## src/rtl/accum_tx_if.sv

```systemverilog
// rtl/accum_tx_if.sv - sample capture and serial readout signal bundle for accum_tx
// master drives capture/flush requests; slave (accum_tx) drives line and FIFO status.
interface accum_tx_if #(
  parameter int DEPTH = 4
);
  localparam int CW = $clog2(DEPTH) + 1;

  logic          clear;
  logic          sample;
  logic [7:0]    DataIn;
  logic          OvfIn;
  logic          TxOut;
  logic          busy;
  logic          full;
  logic [CW-1:0] count;
  logic          dropped;

  modport master (
    output clear, sample, DataIn, OvfIn,
    input  TxOut, busy, full, count, dropped
  );

  modport slave (
    input  clear, sample, DataIn, OvfIn,
    output TxOut, busy, full, count, dropped
  );
endinterface

```

## src/rtl/accum_tx.sv

```systemverilog
// rtl/accum_tx.sv - FIFO-buffered UART-style readout of accumulator value and overflow flag
// ACCUM_TX_PARITY_EN inserts an even-parity slot between the payload and the stop slot.
module accum_tx #(
  parameter int DIV   = 4,
  parameter int DEPTH = 4
) (
  input logic      clock,
  input logic      reset,
  accum_tx_if.slave bus
);
  localparam int PW = $clog2(DEPTH);
  localparam int CW = PW + 1;

`ifdef ACCUM_TX_PARITY_EN
  typedef enum logic [2:0] {S_IDLE, S_START, S_DATA, S_PARITY, S_STOP} state_t;
`else
  typedef enum logic [2:0] {S_IDLE, S_START, S_DATA, S_STOP} state_t;
`endif

  logic [8:0]    mem_q [DEPTH];
  logic [PW-1:0] wr_ptr_q, wr_ptr_d, rd_ptr_q, rd_ptr_d;
  logic [CW-1:0] count_q, count_d;
  logic          full_q, full_d, dropped_q, dropped_d;
  state_t        state_q, state_d;
  logic [7:0]    div_q, div_d;
  logic [3:0]    bit_q, bit_d;
  logic [8:0]    shreg_q, shreg_d;
  logic          tx_q, tx_d, busy_q, busy_d;
`ifdef ACCUM_TX_PARITY_EN
  logic          par_q, par_d;
`endif
  logic          is_full, push, pop, slot_end;

  always_comb begin
    // Fullness is judged on the registered count, so a same-cycle pop never rescues a sample.
    is_full  = (count_q == CW'(DEPTH));
    push     = bus.sample && !bus.clear && !is_full;
    pop      = !bus.clear && (state_q == S_IDLE) && (count_q != '0);
    slot_end = (div_q == 8'(DIV - 1));

    wr_ptr_d  = wr_ptr_q;
    rd_ptr_d  = rd_ptr_q;
    count_d   = count_q;
    dropped_d = dropped_q;
    state_d   = state_q;
    div_d     = div_q;
    bit_d     = bit_q;
    shreg_d   = shreg_q;
`ifdef ACCUM_TX_PARITY_EN
    par_d     = par_q;
`endif

    if (push) wr_ptr_d = wr_ptr_q + 1'b1;
    if (pop)  rd_ptr_d = rd_ptr_q + 1'b1;
    count_d = count_q + CW'(push) - CW'(pop);
    if (bus.sample && is_full) dropped_d = 1'b1;

    case (state_q)
      S_IDLE: begin
        if (pop) begin
          state_d = S_START;
          div_d   = '0;
          shreg_d = mem_q[rd_ptr_q];
`ifdef ACCUM_TX_PARITY_EN
          par_d   = ^mem_q[rd_ptr_q];
`endif
        end
      end
      S_START: begin
        if (slot_end) begin
          state_d = S_DATA;
          div_d   = '0;
          bit_d   = '0;
        end else begin
          div_d = div_q + 1'b1;
        end
      end
      S_DATA: begin
        if (slot_end) begin
          div_d = '0;
          if (bit_q == 4'd8) begin
            bit_d = '0;
`ifdef ACCUM_TX_PARITY_EN
            state_d = S_PARITY;
`else
            state_d = S_STOP;
`endif
          end else begin
            bit_d   = bit_q + 1'b1;
            shreg_d = shreg_q >> 1;
          end
        end else begin
          div_d = div_q + 1'b1;
        end
      end
`ifdef ACCUM_TX_PARITY_EN
      S_PARITY: begin
        if (slot_end) begin
          state_d = S_STOP;
          div_d   = '0;
        end else begin
          div_d = div_q + 1'b1;
        end
      end
`endif
      S_STOP: begin
        if (slot_end) begin
          state_d = S_IDLE;
          div_d   = '0;
        end else begin
          div_d = div_q + 1'b1;
        end
      end
      default: state_d = S_IDLE;
    endcase

    if (bus.clear) begin
      wr_ptr_d  = '0;
      rd_ptr_d  = '0;
      count_d   = '0;
      dropped_d = 1'b0;
      state_d   = S_IDLE;
      div_d     = '0;
      bit_d     = '0;
    end

    // Line level is decoded from the next state so TxOut stays a plain flop.
    case (state_d)
      S_START:  tx_d = 1'b0;
      S_DATA:   tx_d = shreg_d[0];
`ifdef ACCUM_TX_PARITY_EN
      S_PARITY: tx_d = par_d;
`endif
      default:  tx_d = 1'b1;
    endcase
    busy_d = (state_d != S_IDLE);
    full_d = (count_d == CW'(DEPTH));
  end

  always_ff @(posedge clock) begin
    if (push) mem_q[wr_ptr_q] <= {bus.OvfIn, bus.DataIn};
  end

  always_ff @(posedge clock or posedge reset) begin
    if (reset) begin
      wr_ptr_q  <= '0;
      rd_ptr_q  <= '0;
      count_q   <= '0;
      full_q    <= 1'b0;
      dropped_q <= 1'b0;
      state_q   <= S_IDLE;
      div_q     <= '0;
      bit_q     <= '0;
      shreg_q   <= '0;
      tx_q      <= 1'b1;
      busy_q    <= 1'b0;
`ifdef ACCUM_TX_PARITY_EN
      par_q     <= 1'b0;
`endif
    end else begin
      wr_ptr_q  <= wr_ptr_d;
      rd_ptr_q  <= rd_ptr_d;
      count_q   <= count_d;
      full_q    <= full_d;
      dropped_q <= dropped_d;
      state_q   <= state_d;
      div_q     <= div_d;
      bit_q     <= bit_d;
      shreg_q   <= shreg_d;
      tx_q      <= tx_d;
      busy_q    <= busy_d;
`ifdef ACCUM_TX_PARITY_EN
      par_q     <= par_d;
`endif
    end
  end

  assign bus.TxOut   = tx_q;
  assign bus.busy    = busy_q;
  assign bus.full    = full_q;
  assign bus.count   = count_q;
  assign bus.dropped = dropped_q;
endmodule

```

## src/flat_wrapper.sv

```systemverilog
// flat-port wrapper written by rule: the top's interface ports become plain ports
module accum_tx_flat 
#(
  parameter int DIV   = 4,
  parameter int DEPTH = 4
)
  (clock, reset, bus_clear, bus_sample, bus_DataIn, bus_OvfIn, bus_TxOut, bus_busy, bus_full, bus_count, bus_dropped);
  accum_tx_if #(.DEPTH(DEPTH)) bus_i ();
  input logic clock;
  input logic reset;
  input wire logic [$bits(bus_i.clear)-1:0] bus_clear;
  input wire logic [$bits(bus_i.sample)-1:0] bus_sample;
  input wire logic [$bits(bus_i.DataIn)-1:0] bus_DataIn;
  input wire logic [$bits(bus_i.OvfIn)-1:0] bus_OvfIn;
  output wire logic [$bits(bus_i.TxOut)-1:0] bus_TxOut;
  output wire logic [$bits(bus_i.busy)-1:0] bus_busy;
  output wire logic [$bits(bus_i.full)-1:0] bus_full;
  output wire logic [$bits(bus_i.count)-1:0] bus_count;
  output wire logic [$bits(bus_i.dropped)-1:0] bus_dropped;
  assign bus_i.clear = bus_clear;
  assign bus_i.sample = bus_sample;
  assign bus_i.DataIn = bus_DataIn;
  assign bus_i.OvfIn = bus_OvfIn;
  assign bus_TxOut = bus_i.TxOut;
  assign bus_busy = bus_i.busy;
  assign bus_full = bus_i.full;
  assign bus_count = bus_i.count;
  assign bus_dropped = bus_i.dropped;
  accum_tx #(.DIV(DIV), .DEPTH(DEPTH)) u_core (.clock(clock), .reset(reset), .bus(bus_i));
endmodule
```

## config.mk

```make
export PLATFORM = sky130hd
export DESIGN_NAME = accum_tx_flat
export DESIGN_NICKNAME = d
export VERILOG_FILES = /design/src/rtl/accum_tx_if.sv /design/src/rtl/accum_tx.sv /design/src/flat_wrapper.sv
export SDC_FILE = /design/constraint.sdc
export NUM_CORES = 1
export LEC_CHECK = 0
export BUFFER_PORTS_ARGS = -buffer_cell sky130_fd_sc_hd__buf_4
export CELL_PAD_IN_SITES_DETAIL_PLACEMENT = 2
export CELL_PAD_IN_SITES_GLOBAL_PLACEMENT = 2
export CORE_MARGIN = 2
export CORE_UTILIZATION = 43
export CTS_CLUSTER_DIAMETER = 60
export DETAILED_ROUTE_END_ITERATION = 8
export GPL_TIMING_DRIVEN = 0
export MAX_ROUTING_LAYER = met4
export PLACE_DENSITY = 0.87
export SYNTH_ARGS = -nofsm -noshare
export SYNTH_HDL_FRONTEND = slang
export SYNTH_SLANG_ARGS = --single-unit
```

## constraint.sdc

```tcl
create_clock -name clock -period 2.9 [get_ports clock]
set_clock_uncertainty 0.1 [all_clocks]
set_input_delay 0.29 -clock clock [delete_from_list [all_inputs] [get_ports clock]]
set_output_delay 0.29 -clock clock [all_outputs]
set_load 0.01 [all_outputs]
```

==> out/results.md <==
| Item | This run | Unit |
|:---|:---|:---|
| Number of distinct library cell variants in the gate-level netlist after synthesis | 62 | - |
| Maximum clock frequency | 350.3 | MHz |
| TritonCTS clock tree | built | - |
| Top cells by area, synth | edfxtp_1 (32%), dfrtp_1 (25%), mux4_2 (6.1%), ha_1 (3.0%), and2_1 (2.6%) | - |
| Detailed-routing iteration count for the pre-antenna-repair pass | 4 | - |
| I/O pin cnt | 20 | - |
| CP cell instances | or3_4 -> nand3_4 -> xnor2_4 -> ha_1 -> inv_1 -> fa_1 -> xor2_1 -> and2_1 -> nor3_2 -> nor3b_2 | - |
| Power Dens Cells | 791.4 | nW/um2 |
| Filler cells | 705 | - |
| Vias per cell | 6.013 | - |
| Min-delay worst type | primary input to register | - |
| Final hold violations | 0 | - |
| Commonest cells in the synthesized netlist | edfxtp_1 (36), dfrtp_1 (34), nor2_1 (18) | - |
| CP required | 3.08 | ns |
| GR Util met1 | 31.07 | % |
| Count of warnings emitted by yosys | 0 | - |
| Met3 GRT Util | 5.998 | % |
| Portion of the post-synthesis area used by sequential elements | 58.59 | % |
| Setup violations, final | 0 | - |
| Mean routed wirelength per cell | 28.47 | um |
| Overall fraction of global-route tracks in use | 25.86 | % |
| Initial antenna violation count | 0 | - |
| Worst setup EP type | register | - |
| Routed wire length | 11020 | um |
| Synthesized area divided by synthesized cell count | 13.64 | um2 |
| Total Power Consumption | 3.104 | mW |
| Number of H-tree levels | 3 | - |
| Clock root buffer master | clkbuf_8 | - |
| # DRC | 0 | - |
| Routability congestion estimate from global placement | 0.7857 | - |
| Clock transition at path regs | 0.09 | ns |
| Total grt overflow | 0 | - |
| Critical-path maximum fanout | 5 | - |
| Width of the die | 92.16 | um |
| Relative contribution of the clock network to total power | 28.0 | % |
| Met2 Track Usage GR | 42.22 | % |
| Buffering stage count on the worst path with inverters included | 1 | - |
| Wire length of the first global-routing pass | 15360 | um |
| Syn_nets | 267 | - |
| DP Area | 3605 | um2 |
| CP Data Arrival Time | 3.03 | ns |
| Share of the synthesized area in the top cell type | 32.35 | % |
| Area occupied by multi-input gates | 1354 | um2 |
| Count of state elements after synthesis | 71 | - |
| Net switching component of the power | 1.089 | mW |
| Final cell utilization of the core | 51.29 | % |
| Final worst path period share | 98.44 | % |
| Status | complete, no violations | - |
| Category of the worst setup path launch point | register | - |
| Area enclosed by the die boundary | 8493 | um2 |
| Share of flip-flops with an asynchronous set or reset | 49.30 | % |
| Cell at the slowest stage of the critical path | dfrtp_2 | - |
| Most used flip-flop cell after synthesis | edfxtp_1 | - |
| Leak | 1.549 | nW |
| Core footprint | 7647 | um2 |
| Share of power burned in combinational logic | 29.5 | % |
| Row Count | 32 | - |
| Top-count cell post-synth | edfxtp_1 | - |
| Final-stage net count | 302 | - |
| Slew at the pin closest to its max-slew limit | 1.104 | ns |
| Detailed-route via count | 2327 | - |
| Switching power share of the total | 35.09 | % |
| Category of the critical setup timing path | register to register | - |
| Number of antenna repair diodes | 0 | - |
| Violation count after the first detailed-route iteration | 197 | - |
| Share of power burned in registers | 42.5 | % |
| Initial core utilization | 43.70 | % |
| Register cell area after layout | 1962 | um2 |
| Fraction of layout cells with a size suffix above 1 | 28.07 | % |
| Vias in the first global route | 2527 | - |
| Vertical extent of the die | 92.16 | um |
| Area growth from synthesis to layout | 17.37 | % |
| Max_cap viols | 0 | - |
| Worst stage delay on the critical path | 0.46 | ns |
| Bufs on Longest Clock Path | 2 | - |
| Num CTS Buffers | 9 | - |
| Final ANT Viol Nets | 0 | - |
| Peak VDD IR | 0.4594 | mV |
| Port Buffers | 18 | - |
| Internal power of the cells | 2.015 | mW |
| Cell class contributing the biggest share of worst-path delay | simple AND/OR/NAND/NOR gates | - |
| Worst slew margin relative to its limit | 25.98 | % |
| Yosys top cell by area | edfxtp_1 | - |
| Post-synth EDFFs | 36 | - |
| Final instance area | 3923 | um2 |
| Cell area after synthesis | 3342 | um2 |
| Clk sink count | 71 | - |
| Clock latency at the later pin of the worst-skew pair | 0.36 | ns |
| Number of pins with negative max-slew slack in the final report | 0 | - |
| Final Critical Period | 2.855 | ns |
| Maximum number of pins on one net before global-route repair | 36 | - |
| Detailed-placement wirelength estimate | 5933 | um |
| GR peak layer | met2 | - |
| Synthesized instance count | 245 | - |
==> area by class of cell <==
type	count	area share [%]
inverter	9	0.8612
clock inverter	7	2.010
timing repair buffer	24	4.657
buffer	10	1.531
clock buffer	9	3.158
sequential	71	50.02
tap	102	3.254
multi-input combinational	155	34.51
==> registers in the layout (all words and copies together) (netlist names) <==
register / count
u_core.state_q: 3
u_core.rd_ptr_q: 2
u_core.bus.full: 1
u_core.div_q: 8
u_core.shreg_q: 9
u_core.mem_q: 36
u_core.bus.count: 3
u_core.bus.TxOut: 1
u_core.bit_q: 4
u_core.bus.dropped: 1
u_core.wr_ptr_q: 2
u_core.bus.busy: 1
==> power by group through the flow <==
stage | clock, mW | sequential (mW) | combinational [mW]
5_1_grt | 0.905 | 1.33 | 0.966
3_5_place_dp | 0 | 1.33 | 0.706
3_3_place_gp | 0 | 1.31 | 0.649
4_1_cts | 0.858 | 1.31 | 0.827
2_1_floorplan | 0 | 1.30 | 0.474
6_report | 0.870 | 1.32 | 0.914
==> final timing paths <==
kind / start / to / slack [ns] / depth (start not counted)
worst max-delay path: u_core.bus.count[0] / u_core.bus.full / 0.05 / 10
worst min-delay path: bus_OvfIn / u_core.mem_q[1][8] / 0.02 / 1
worst max register to register: u_core.bus.count[0] / u_core.bus.full / 0.05 / 10
worst min register to register: u_core.shreg_q[8] / u_core.shreg_q[7] / 0.42 / 1
max in group asynchronous: reset / u_core.bus.count[2] / 1.59 / 3
min in group asynchronous: reset / u_core.wr_ptr_q[1] / 0.55 / 3
==> routing by layer <==
layer	up-vias	routed length, um
met5	-	0
met3	14	475
met4	0	184
met1	1245	4586
met2	71	5771
li1	997	-
==> metrics by stage <==
step	TNS [ns]	std cells	setup WS [ns]	hold WS [ns]
after global routing	-0.02647	387	-0.02647	0.01407
after floorplan	0	245	0.3491	0.2889
after global placement	0	365	0.06431	0.3881
after CTS	0	385	0.02302	0.006068
after detailed placement	-0.1756	365	-0.1756	0.3938
final	0	387	0.04534	0.02353
==> cell families (layout without fill, tap and decap cells) <==
family / after synthesis / in the layout / synth area share (%)
XOR/XNOR: 8 / 8 / 2.097
buffers and inverters: 19 / 59 / 2.808
AND/OR/NAND/NOR: 82 / 82 / 15.31
adder cells (fa/ha/maj): 9 / 9 / 3.594
other: 1 / 1 / 0.1122
AO/OA/AOI/OAI: 44 / 44 / 10.78
multiplexers: 11 / 11 / 6.701
flip-flops: 71 / 71 / 58.59
==> timing repair <==
action,in CTS,in global routing
resized for setup,10,5
setup buffers,3,2
hold buffers,1,0
endpoints found under the setup margin,2,1
pin swaps,0,1
endpoints found under the hold margin,8,0
==> cell usage in the layout, fill, tap and decap left out, drive strengths merged, types with 3 or more instances in the layout <==
cell type  count
edfxtp        36
dfrtp         34
buf           31
nor2          19
and2          14
inv           13
clkbuf        11
mux4           9
nand2          8
ha             8
a221o          7
nand3          7
nor3           6
xor2           5
a21oi          5
o21ai          5
a22o           5
and3           5
o22ai          4
o31ai          3
nor2b          3
or3            3
xnor2          3
a31oi          3
nor3b          3
(Power assumes the default switching activity.)
